File: src/rtl/servo_pwm_pkg.sv
// Shared constants and width helpers for the servo PWM bank.
package servo_pwm_pkg;

   localparam int CLK_HZ           = 128000;
   localparam int DEF_PERIOD_TICKS = CLK_HZ / 50;    // 20 ms frame
   localparam int DEF_MIN_TICKS    = CLK_HZ / 2000;  // 0.5 ms minimum pulse
   localparam int MAX_CH           = 32;

   function automatic int cnt_width(input int period);
      return (period > 1) ? $clog2(period) : 1;
   endfunction

   function automatic int sel_width(input int n);
      return (n > 1) ? $clog2(n) : 1;
   endfunction

endpackage

File: src/rtl/servo_pwm_cmp.sv
// One servo channel: shadow/dirty staging, frame-committed active duty and
// enable, comparator against the shared frame counter, registered pulse.
module servo_pwm_cmp
   import servo_pwm_pkg::*;
#(
   parameter int DUTY_W    = 8,
   parameter int CNT_W     = 12,
   parameter int MIN_TICKS = DEF_MIN_TICKS
) (
   input  logic              clk_i,
   input  logic              rst_i,
   input  logic              wr_i,
   input  logic [DUTY_W-1:0] wdata_i,
   input  logic              commit_i,
   input  logic              en_i,
   input  logic [CNT_W-1:0]  cnt_i,
   output logic              dirty_o,
   output logic              pwm_o
);

   localparam logic [CNT_W-1:0] MIN_C = CNT_W'(MIN_TICKS);

   logic [DUTY_W-1:0] shadow_q, shadow_d;
   logic [DUTY_W-1:0] active_q, active_d;
   logic              dirty_q, dirty_d;
   logic              en_q, en_d;
   logic              pwm_q, pwm_d;

   // A write on the commit cycle wins the shadow and stays dirty; the active
   // register takes the value that was staged before it.
   always_comb begin
      shadow_d = wr_i ? wdata_i : shadow_q;
      dirty_d  = wr_i | (dirty_q & ~commit_i);
      active_d = (commit_i && dirty_q) ? shadow_q : active_q;
      en_d     = commit_i ? en_i : en_q;
      pwm_d    = en_q && (cnt_i < (MIN_C + CNT_W'(active_q)));
   end

   always_ff @(posedge clk_i) begin
      if (rst_i) begin
         shadow_q <= '0;
         active_q <= '0;
         dirty_q  <= 1'b0;
         en_q     <= 1'b0;
         pwm_q    <= 1'b0;
      end else begin
         shadow_q <= shadow_d;
         active_q <= active_d;
         dirty_q  <= dirty_d;
         en_q     <= en_d;
         pwm_q    <= pwm_d;
      end
   end

   assign dirty_o = dirty_q;
   assign pwm_o   = pwm_q;

endmodule

File: src/rtl/servo_pwm_bank.sv
// Bank of servo PWM channels sharing one frame counter; duty and enable
// updates are staged and committed together on the last tick of each frame.
module servo_pwm_bank
   import servo_pwm_pkg::*;
#(
   parameter int NUM_CH       = 8,
   parameter int DUTY_W       = 8,
   parameter int PERIOD_TICKS = DEF_PERIOD_TICKS,
   parameter int MIN_TICKS    = DEF_MIN_TICKS,
   localparam int CH_W        = sel_width(NUM_CH)
) (
   input  logic              clkdiv,
   input  logic              rst,
   input  logic              load,
   input  logic [CH_W-1:0]   ch_sel,
   input  logic [DUTY_W-1:0] dutycycle,
   input  logic [NUM_CH-1:0] ch_en,
   output logic [NUM_CH-1:0] pwm_out,
   output logic              frame_start,
   output logic              pending
);

   localparam int CNT_W = cnt_width(PERIOD_TICKS);

   if (NUM_CH < 1 || NUM_CH > MAX_CH) begin : g_bad_num_ch
      $error("servo_pwm_bank: NUM_CH must be within 1..32");
   end
   if (MIN_TICKS + (1 << DUTY_W) - 1 >= PERIOD_TICKS) begin : g_bad_timing
      $error("servo_pwm_bank: longest pulse does not fit inside the frame");
   end

   logic [CNT_W-1:0]  cnt_q, cnt_d;
   logic              commit;
   logic              fs_q, fs_d;
   logic              pend_q, pend_d;
   logic [NUM_CH-1:0] wr;
   logic [NUM_CH-1:0] dirty;

   always_comb begin
      commit = (cnt_q == CNT_W'(PERIOD_TICKS - 1));
      cnt_d  = commit ? '0 : cnt_q + CNT_W'(1);
      // Outputs lag the counter by one cycle, so the flag lines up with the
      // pwm_out cycle that reflects counter == 0.
      fs_d   = (cnt_q == '0);
      pend_d = |dirty;
   end

   always_ff @(posedge clkdiv) begin
      if (rst) begin
         cnt_q  <= '0;
         fs_q   <= 1'b0;
         pend_q <= 1'b0;
      end else begin
         cnt_q  <= cnt_d;
         fs_q   <= fs_d;
         pend_q <= pend_d;
      end
   end

   for (genvar i = 0; i < NUM_CH; i++) begin : g_ch
      // Selector codes at or above NUM_CH match no channel and are dropped.
      assign wr[i] = load && (ch_sel == CH_W'(i));

      servo_pwm_cmp #(
         .DUTY_W    (DUTY_W),
         .CNT_W     (CNT_W),
         .MIN_TICKS (MIN_TICKS)
      ) u_cmp (
         .clk_i    (clkdiv),
         .rst_i    (rst),
         .wr_i     (wr[i]),
         .wdata_i  (dutycycle),
         .commit_i (commit),
         .en_i     (ch_en[i]),
         .cnt_i    (cnt_q),
         .dirty_o  (dirty[i]),
         .pwm_o    (pwm_out[i])
      );
   end

   assign frame_start = fs_q;
   assign pending     = pend_q;

endmodule

File: config.mk
export PLATFORM = sky130hd
export DESIGN_NAME = servo_pwm_bank
export DESIGN_NICKNAME = d
export VERILOG_FILES = /design/src/rtl/servo_pwm_pkg.sv /design/src/rtl/servo_pwm_cmp.sv /design/src/rtl/servo_pwm_bank.sv
export SDC_FILE = /design/constraint.sdc
export NUM_CORES = 1
export LEC_CHECK = 0
export ABC_AREA = 0
export CORE_AREA = 3 3 124 126
export DETAILED_ROUTE_END_ITERATION = 8
export DIE_AREA = 0 0 127 129
export PLACE_DENSITY = 0.74
export SLEW_MARGIN = 20
export SYNTH_ARGS = -nofsm -noshare
export SYNTH_HDL_FRONTEND = slang
export SYNTH_SLANG_ARGS = --single-unit
File: constraint.sdc
create_clock -name clkdiv -period 1.8 [get_ports clkdiv]
set_input_delay 0.27 -clock clkdiv [delete_from_list [all_inputs] [get_ports clkdiv]]
set_output_delay 0.27 -clock clkdiv [all_outputs]
set_load 0.1 [all_outputs]
# Yosys cells after proc, flatten, opt, wreduce, memory -nomap -nowiden
# Index checks and enable logic that the tools add are counted.
# word_totals
register_bits,166
word_cells,113
output_inout_bits,10
inputBits,22
# op_classes
order_cmp,8
eq_ne,8
reduce_logical,28
bitwise_logic,17
addsub,9
# ops
operator,n
$lt 12x12->1,8
$add 7x8->9 const A,8
$logic_and 1x1->1,24
$add 12x1->12 const B,1
$eq 12x12->1 const B,1
$eq 3x3->1 const B,4
$logic_not 12->1,1
$and 1x1->1,8
$or 1x1->1,8
$reduce_or 8->1,1
$eq 3x2->1 const B,2
$eq 3x1->1 const B,1
$logic_not 3->1,1
$reduce_or 2->1,1
$not 1->1,1

# Depth between registers and ports, before layout
# Gate-level depths: netlist of run 1.
# depth
depth_word,4
depth_mapped,7
ltp_nobuf,7

# Hierarchy
# From an unflattened synthesis of run 1, not the netlist that was laid out.
# unflattened
hier_cells,870
hier_area_um2,7781.2
# modules_own_cells
module,cells_each,seq_area_each_um2,area_per_inst_um2,n_inst
servo_pwm_cmp,98,380.4,883.3,8
servo_pwm_bank,86,280.3,714.4,1

# Least setup slack after synthesis of run 1
# OpenSTA, ideal clock, no wires.
# synth_timing
path_kind,register to register
from,reg cnt_q[1]
to,reg g_ch[3].u_cmp.active_q[3]
setup_ns,0.128
period_less_slack_ns,1.919
arrival_time_ns,1.791
path_buffers,2
t_required_ns,1.672
path_slack_ns,-0.119
path_stages_with_launch,7
cell_sequence,dfxtp_1 -> ha_1 -> buf_2 -> clkbuf_1 -> nand4_2 -> mux2i_1 -> nor2_1
# synth_between
elab_chain_cells,2
# synth_lines
element,line,text
start: declaration,servo_pwm_bank.sv:32,"logic [CNT_W-1:0] cnt_q, cnt_d;"
start signal: assignment,servo_pwm_bank.sv:54,cnt_q <= cnt_d;
$eq 12x12->1,servo_pwm_bank.sv:40,commit = (cnt_q == CNT_W'(PERIOD_TICKS - 1));
$logic_and 1x1->1,servo_pwm_cmp.sv:34,active_d = (commit_i && dirty_q) ? shadow_q : active_q;
end signal: assignment,servo_pwm_cmp.sv:48,active_q <= active_d;
end: declaration,servo_pwm_cmp.sv:24,"logic [DUTY_W-1:0] active_q, active_d;"
# Every way passes these cells.
# A chain may end at the register's enable or synchronous reset.

# Worst setup path in the final report of run 1
# layout_timing
from,reg g_ch[2].u_cmp.active_q[6]
to,reg g_ch[2].u_cmp.pwm_q
# layout_between
elab_chain_cells,3
# layout_lines
element,line,text
start: declaration,servo_pwm_cmp.sv:24,
start signal: assignment,servo_pwm_cmp.sv:48,
$add 7x8->9,servo_pwm_cmp.sv:36,pwm_d = en_q && (cnt_i < (MIN_C + CNT_W'(active_q)));
$lt 12x12->1,servo_pwm_cmp.sv:36,
$logic_and 1x1->1,servo_pwm_cmp.sv:36,
end signal: assignment,servo_pwm_cmp.sv:51,pwm_q <= pwm_d;
end: declaration,servo_pwm_cmp.sv:27,"logic pwm_q, pwm_d;"
# Every way passes these cells.

==> metrics.yaml, run 1 <==
outcome:
  status: "completed"
final_layout:
  antenna-diode-count: 0
  instances_no_fill: 1142
  filler_cell_count: 1247
  area.sequential_mm2: 0.00332
  final_cell_area_mm2: 0.00922
  final_layout_size_suffix_gt1_frac: 0.130
  multi_input_comb_area_mm2: 0.00408
  numnets_final: 1041
  synthToLayoutAreaGrowth_pct: 17.6
synth:
  synth_top_cell_area_share: 0.424
  synth_top_cells_by_area: "sky130_fd_sc_hd__dfxtp_1, sky130_fd_sc_hd__ha_1, sky130_fd_sc_hd__mux2i_1, sky130_fd_sc_hd__nand2_1, sky130_fd_sc_hd__a21oi_1"
  avgSynthCellArea_um2: 8.85
  post_synth_num_cell_types: 43
  synth_top_flop_cell: "sky130_fd_sc_hd__dfxtp_1"
  synthesis.instances: 886
  most_area_hungry_cell_type_in_the_yosys_netlist: "sky130_fd_sc_hd__dfxtp_1"
  synth_edf_count: 0
  yosysWarningCount: 0
  synth_seq_area_share: 0.424
  post-synth-top-count-cell: "sky130_fd_sc_hd__dfxtp_1"
  synth.top_cells.by_count: "sky130_fd_sc_hd__dfxtp_1, sky130_fd_sc_hd__nand2_1, sky130_fd_sc_hd__nor2_1, sky130_fd_sc_hd__a21oi_1, sky130_fd_sc_hd__ha_1"
  ys_seq_elements: 166
  synthesis.area_mm2: 0.00784
  async_reset_ff_frac: 0
  synth.net_count: 982
sta:
  timing.final.ws_setup_ps: 57.8
  worst_slew_pin_slew_ps: 666
  timing_max_transition_violations_final: 0
  slew-limit-headroom: 0.556
  clock_skew_ps: 5.45
  timing.setup.tns_ps: 0
  final-setup-viol-count: 0
  fmax_mhz: 574
  timing.final.crit_share: 0.968
  report.final.hold_viol_count: 0
  post-route-min-period_ps: 1740
global_routing:
  grt_busiest_layer: "met2"
  global_route.overflow_total: 0
  grt_pass1_wl_um: 29400
  global_route.usage.total: 0.231
  groute.layer.met1.usage: 0.306
  via_count_of_the_first_global_routing_pass: 5807
  grt_antenna_before_repair: 0
  globalRouteMet2Util: 0.374
  grt_max_degree: 150
  use_met3: 0.0461
min_path:
  hold_end: "g_ch[2].u_cmp.pwm_o$_SDFF_PP0_"
  hold_path_depth: 3
  timing.hold.worst.start: "rst"
  hold_path.class: "in -> reg"
placed_design:
  placed_cells: 1107
  dp_hpwl_um: 12500
  dpl_cell_area_mm2: 0.00855
  gp_routability_congestion: 0.895
  portBuffers: 31
  setup_slack_after_placement_ps: -13.8
power_and_ir_drop:
  total_leakage_power_nw: 4.24
  totalPowerFinal_mw: 7.88
  power_per_cell_area_mw_per_mm2: 855
  vdd_drop_max_mv: 0.570
job:
  cap_violations: 0
worst_setup_path:
  critical_path_class: "reg -> reg"
  worst_reg2reg_path_endpoint: "g_ch[2].u_cmp.pwm_o$_SDFF_PP0_"
  origin_of_the_critical_flop_to_flop_path: "g_ch[2].u_cmp.active_q[6]$_SDFFE_PP0P_"
  worst_ep_arrival_time_ps: 2050
  worst-r2r-cell-count: 7
  r2r_slack_ps: 60
  end_kind: "flop"
  critical_path_source: "g_ch[2].u_cmp.active_q[6]$_SDFFE_PP0P_"
  critPathLaunchType: "flop"
  cp.required_ps: 2110
  crit_fanout: 3
cts:
  htree_num_levels: 4
  clock_sinks: 166
  ctsLongestPathBuffers: 2
  clock_insertion_delay_worst_skew_ps: 430
  clk_pin_slew_worst_paths_ps: 60
  clock_tree.root_cell: "sky130_fd_sc_hd__clkbuf_16"
  cts_buffers: 17
  tritoncts: "done"
floorplan:
  die_area_mm2: 0.0164
  row_count: 44
  initial_utilization: 0.544
  core_region_area_mm2: 0.0144
  ios: 32
  die_height_um: 129
  floorplan.die.width_um: 127
detailed_routing:
  drtPass1Iterations: 5
  routed-via-count: 6137
  dr.first_iter.drc_count: 329
  ant_nets: 0
  remaining_drc_errors: 0
  routedWlPerCell_um: 16.0
  vias_per_cell: 5.37
  drt_wl_total_um: 18300
[worst max-delay path: stages, from the launching register on]
cell and delay, ps:
sky130_fd_sc_hd__dfxtp_1 340, sky130_fd_sc_hd__ha_1 310, sky130_fd_sc_hd__inv_2 70, sky130_fd_sc_hd__ha_4 200, sky130_fd_sc_hd__a21oi_2 130, sky130_fd_sc_hd__o21a_1 120, sky130_fd_sc_hd__o31ai_1 60, sky130_fd_sc_hd__a2111oi_1 400
[power by group]
| part | switching, mW | internal [mW] |
|---|---|---|
| combinational | 0.302 | 0.190 |
| clock | 1.42 | 2.22 |
| sequential | 0.0297 | 3.72 |
| total | 1.75 | 6.13 |
[final cells by class]
cell class,count,area share
Sequential cell,166,0.361
Clock buffer,24,0.0544
Inverter,66,0.0269
Clock inverter,8,0.0103
Timing Repair Buffer,88,0.0798
Tap cell,184,0.0250
Multi-Input combinational cell,606,0.443
[registers in the layout (all words and copies together) (netlist names)]
name	cells
g_ch.u_cmp.shadow_q	64
pending	1
g_ch.u_cmp.en_q	8
g_ch.u_cmp.active_q	64
frame_start	1
g_ch.u_cmp.dirty_o	8
g_ch.u_cmp.pwm_o	8
cnt_q	12
[cells by family after synthesis]
| logic type | count (synthesis) | synth area share |
|---|---|---|
| AOI/OAI and AO/OA | 135 | 0.110 |
| xor gates and xnor gates | 10 | 0.0112 |
| adders and majority gates | 74 | 0.118 |
| buffers and inverters | 114 | 0.0614 |
| DFF | 166 | 0.424 |
| muxes | 72 | 0.0919 |
| and+or+nand+nor | 315 | 0.184 |
[worst max-delay path by stage]
stage	endpoint	slack, ps	depth (start not counted)
2_1_floorplan	g_ch[3].u_cmp.active_q[3]$_SDFFE_PP0P_	70	6
3_3_place_gp	g_ch[4].u_cmp.pwm_o$_SDFF_PP0_	80	5
3_5_place_dp	g_ch[2].u_cmp.pwm_o$_SDFF_PP0_	-10	7
4_1_cts	g_ch[6].u_cmp.active_q[5]$_SDFFE_PP0P_	10	5
5_1_grt	g_ch[2].u_cmp.pwm_o$_SDFF_PP0_	-10	6
6_report	g_ch[2].u_cmp.pwm_o$_SDFF_PP0_	60	7
[layout by cell type (no fill, tap or decap), drive strengths merged]
master,n
inv,66
a21oi,87
bufinv,2
clkinv,4
nor2,107
a221oi,1
xnor2,1
ha,74
nand2b,12
nor4bb,8
clkinvlp,2
and3,1
nand3,15
clkbuf,24
nor2b,3
a21o,16
o211ai,7
nand2,142
or3b,1
or4,2
a211o,7
dfxtp,166
nor4,2
mux2i,72
nor3,3
o21ai,6
or4b,1
and2,1
nand4,14
nor3b,1
buf,68
clkdlybuf4s50,20
xor2,9
o21a,2
and4,2
o31ai,1
a2111oi,8
[metrics by stage]
stage | hold slack [ps] | util
floorplan | 414 | -
global placement | 441 | 0.593
detailed placement | 446 | 0.593
CTS | 363 | 0.635
global route | 386 | 0.639
finish | 384 | 0.639
[metal layers]
metal / share of wire / vias to the layer above
li1: - / 3095
met1: 0.48 / 2898
met2: 0.46 / 112
met3: 0.036 / 32
met4: 0.025 / 0
met5: 0 / -
[what timing repair did]
item | in CTS | in global routing
pin swaps | 1 | 5
gates resized for setup | 2 | 8
hold buffers | 0 | 0
buffers inserted | 0 | 3
endpoints found under the setup margin | 2 | 44
(Power assumes the default switching activity.)
==> run 2, diff against run 1 <==
Clock period 1.8 ns to 1.45 ns, I/O delays scaled along.
==> metrics.yaml, run 2 (same netlist as run 1, synthesis figures left out) <==
cts:
  htree_num_levels: 4  # unchanged
  cts_buffers: 17  # unchanged
  cts_hold_repair.buffers: 0  # unchanged
  clk_pin_slew_worst_paths_ps: 60  # about the same
  clock_tree.root_cell: "sky130_fd_sc_hd__clkbuf_16"
  clock_sinks: 166  # unchanged
  ctsLongestPathBuffers: 2  # unchanged
  clock_insertion_delay_worst_skew_ps: 440  # about the same
  tritoncts: "done"
final_layout:
  layout_common_cells: "sky130_fd_sc_hd__dfxtp_1, sky130_fd_sc_hd__nand2_1, sky130_fd_sc_hd__nor2_1, sky130_fd_sc_hd__buf_4, sky130_fd_sc_hd__a21oi_1"
  final_core_util: 0.746  # +0.107
  instances_no_fill: 1204  # +5.4%
  synthToLayoutAreaGrowth_pct: 37.2
  numnets_final: 1103  # +6.0%
  mostFrequentLayoutCell: "sky130_fd_sc_hd__dfxtp_1"
  antenna-diode-count: 0  # unchanged
  biggest_registers_after_layout: "g_ch.u_cmp.active_q (64), g_ch.u_cmp.shadow_q (64), cnt_q (12)"
  final_layout_size_suffix_gt1_frac: 0.239  # +0.109
power_and_ir_drop:
  totalPowerFinal_mw: 10.2  # +30%
  vdd_drop_max_mv: 0.867  # +52%
  share_of_total_power_in_sequential_cells: 0.455  # -0.021
  power_per_cell_area_mw_per_mm2: 953  # +11%
  switching_share: 0.232  # +0.00912
  total_leakage_power_nw: 4.76  # +12%
  power_frac_comb: 0.082  # +0.020
  design_internal_power_mw: 7.87  # +28%
  p_clk_frac: 0.463  # about the same
  switchingPower_mw: 2.37  # +35%
worst_setup_path:
  crit_fanout: 4  # +1
  end_kind: "flop"
  crit_path_top_delay_cell: "sky130_fd_sc_hd__or4_4"
  critPathBufInv: 1  # unchanged
  origin_of_the_critical_flop_to_flop_path: "cnt_q[9]$_SDFF_PP0_"
  path_cells: "or4_4 > buf_12 > a2111oi_4 > o21ai_1 > a21oi_1"
  critPathLaunchType: "flop"
  crit_family: "simple AND/OR/NAND/NOR gates"
  r2r_slack_ps: -270  # -330 ps
  worst_reg2reg_path_endpoint: "g_ch[1].u_cmp.pwm_o$_SDFF_PP0_"
  worst-r2r-cell-count: 5  # -2
  worst_ep_arrival_time_ps: 2080  # +30 ps
  cp.required_ps: 1800  # -310 ps
  critical_path_class: "reg -> reg"
  slowest_cell_delay_on_critical_path_ps: 630  # +230 ps
  cell_count_along_the_critical_path: 5  # -2
floorplan:
  floorplan.die.width_um: 127  # unchanged
  row_count: 44  # unchanged
  die_height_um: 129  # unchanged
  die_area_mm2: 0.0164  # unchanged
  initial_utilization: 0.544  # unchanged
  core_region_area_mm2: 0.0144  # unchanged
  ios: 32  # unchanged
sta:
  fin_hold_ws_ps: 301  # -82.5 ps
  timing.final.crit_share: 1.19  # +0.221
  clock_skew_ps: 15.5  # +10.0 ps
  post-route-min-period_ps: 1720  # -18.8 ps
  fmax_mhz: 580  # +1.1%
  final-setup-viol-count: 99  # +99
  report.final.hold_viol_count: 0  # unchanged
  timing_max_transition_violations_final: 0  # unchanged
  worst_slew_pin_slew_ps: 488  # -178 ps
  slew-limit-headroom: 0.675  # +0.118
  rsz_0062_raised_after_global_routing: "true"
  timing.final.ws_setup_ps: -273  # -331 ps
global_routing:
  grt_pass1_wl_um: 36700  # +25%
  grt_antenna_before_repair: 1  # +1
  global_route.usage.total: 0.293  # +0.0618
  via_count_of_the_first_global_routing_pass: 6885  # +19%
  global_route.overflow_total: 0  # unchanged
  grt_max_degree: 74  # -51%
detailed_routing:
  routedWlPerCell_um: 21.8  # +36%
  vias_per_cell: 6.00  # +12%
  drt_wl_total_um: 26300  # +43%
  dr.first_iter.drc_count: 711  # +120%
  remaining_drc_errors: 0  # unchanged
  ant_nets: 0  # unchanged
  routed-via-count: 7219  # +18%
  drtPass1Iterations: 5  # unchanged
min_path:
  timing.hold.worst.start: "rst"
  hold_end: "g_ch[5].u_cmp.pwm_o$_SDFF_PP0_"
  hold_path.class: "in -> reg"
  hold_path_depth: 5  # +2
placed_design:
  portBuffers: 31  # unchanged
  gp_routability_congestion: 0.897  # +0.31%
  placed_cells: 1148  # +3.7%
  dp_hpwl_um: 13500  # +7.9%
job:
  cap_violations: 0  # unchanged
outcome:
  violations_in_the_final_reports: "negative setup slack"
  status: "complete, but fails checks"
## run 2: final cells by class
cell class	instances	area [um2]
multi-input combinational	608	4650
fill	894	3670
sequential	166	3370
timing repair buffer	148	1640
clock buffer	25	497
inverter	66	248
tap	184	230
clock inverter	7	118
## run 2: what timing repair did
action,4_1_cts,5_1_grt
gates resized for setup,76,51
gates cloned,4,3
hold endpoints to repair,0,0
pin swaps,31,23
endpoints found under the setup margin,98,100
buffers inserted,12,6
## run 2: worst max path at each step
| stage | start | end | slack (ps) |
|---|---|---|---|
| global placement | cnt_q[0]$_SDFF_PP0_ | cnt_q[1]$_SDFF_PP0_ | -250 |
| global route | cnt_q[9]$_SDFF_PP0_ | g_ch[1].u_cmp.pwm_o$_SDFF_PP0_ | -320 |
| floorplan | cnt_q[10]$_SDFF_PP0_ | g_ch[6].u_cmp.pwm_o$_SDFF_PP0_ | -110 |
| CTS | g_ch[2].u_cmp.active_q[7]$_SDFFE_PP0P_ | g_ch[2].u_cmp.pwm_o$_SDFF_PP0_ | -190 |
| detailed placement | cnt_q[10]$_SDFF_PP0_ | g_ch[3].u_cmp.pwm_o$_SDFF_PP0_ | -240 |
| finish | cnt_q[9]$_SDFF_PP0_ | g_ch[1].u_cmp.pwm_o$_SDFF_PP0_ | -270 |
## run 2: routing by layer
| layer | routed length [um] | share of wire | track usage |
|---|---|---|---|
| met1 | 9500 | 0.36 | 0.346 |
| met2 | 12400 | 0.47 | 0.508 |
| met3 | 2450 | 0.093 | 0.0589 |
| met4 | 1940 | 0.074 | 0.147 |
| met5 | 13 | 0.00049 | 0 |
## run 2: metrics by stage
| stage | setup TNS [ps] | instance area [um2] | setup slack [ps] |
|---|---|---|---|
| 2_1_floorplan | -5880 | 7970 | -113 |
| 3_3_place_gp | -17730 | 9190 | -253 |
| 3_5_place_dp | -20860 | 9190 | -237 |
| 4_1_cts | -5320 | 10400 | -192 |
| 5_1_grt | -18970 | 10800 | -318 |
| 6_report | -14090 | 10800 | -273 |
## run 2: worst reg2reg max path, stage by stage (launching register included)
cell and delay [ps]:
sky130_fd_sc_hd__dfxtp_4 370, sky130_fd_sc_hd__or4_4 630, sky130_fd_sc_hd__buf_12 170, sky130_fd_sc_hd__a2111oi_4 160, sky130_fd_sc_hd__o21ai_1 130, sky130_fd_sc_hd__a21oi_1 160
## run 2: power by group through the flow
stage / Combinational, mW / Sequential (mW) / Clock [mW]
after CTS: 0.736 / 4.65 / 4.74
after floorplan: 0.322 / 4.79 / 0
after detailed placement: 0.682 / 4.76 / 0
final: 0.839 / 4.66 / 4.75
after global routing: 0.883 / 4.66 / 4.92
after global placement: 0.673 / 4.75 / 0
==> run 3, diff against run 2 <==
Settings changed: ABC_CLOCK_PERIOD_IN_PS set to 1450, HOLD_SLACK_MARGIN set to 0.1.
==> results of run 3 <==
Same layout as run 2: the final DEF is identical, and so are final timing and power.
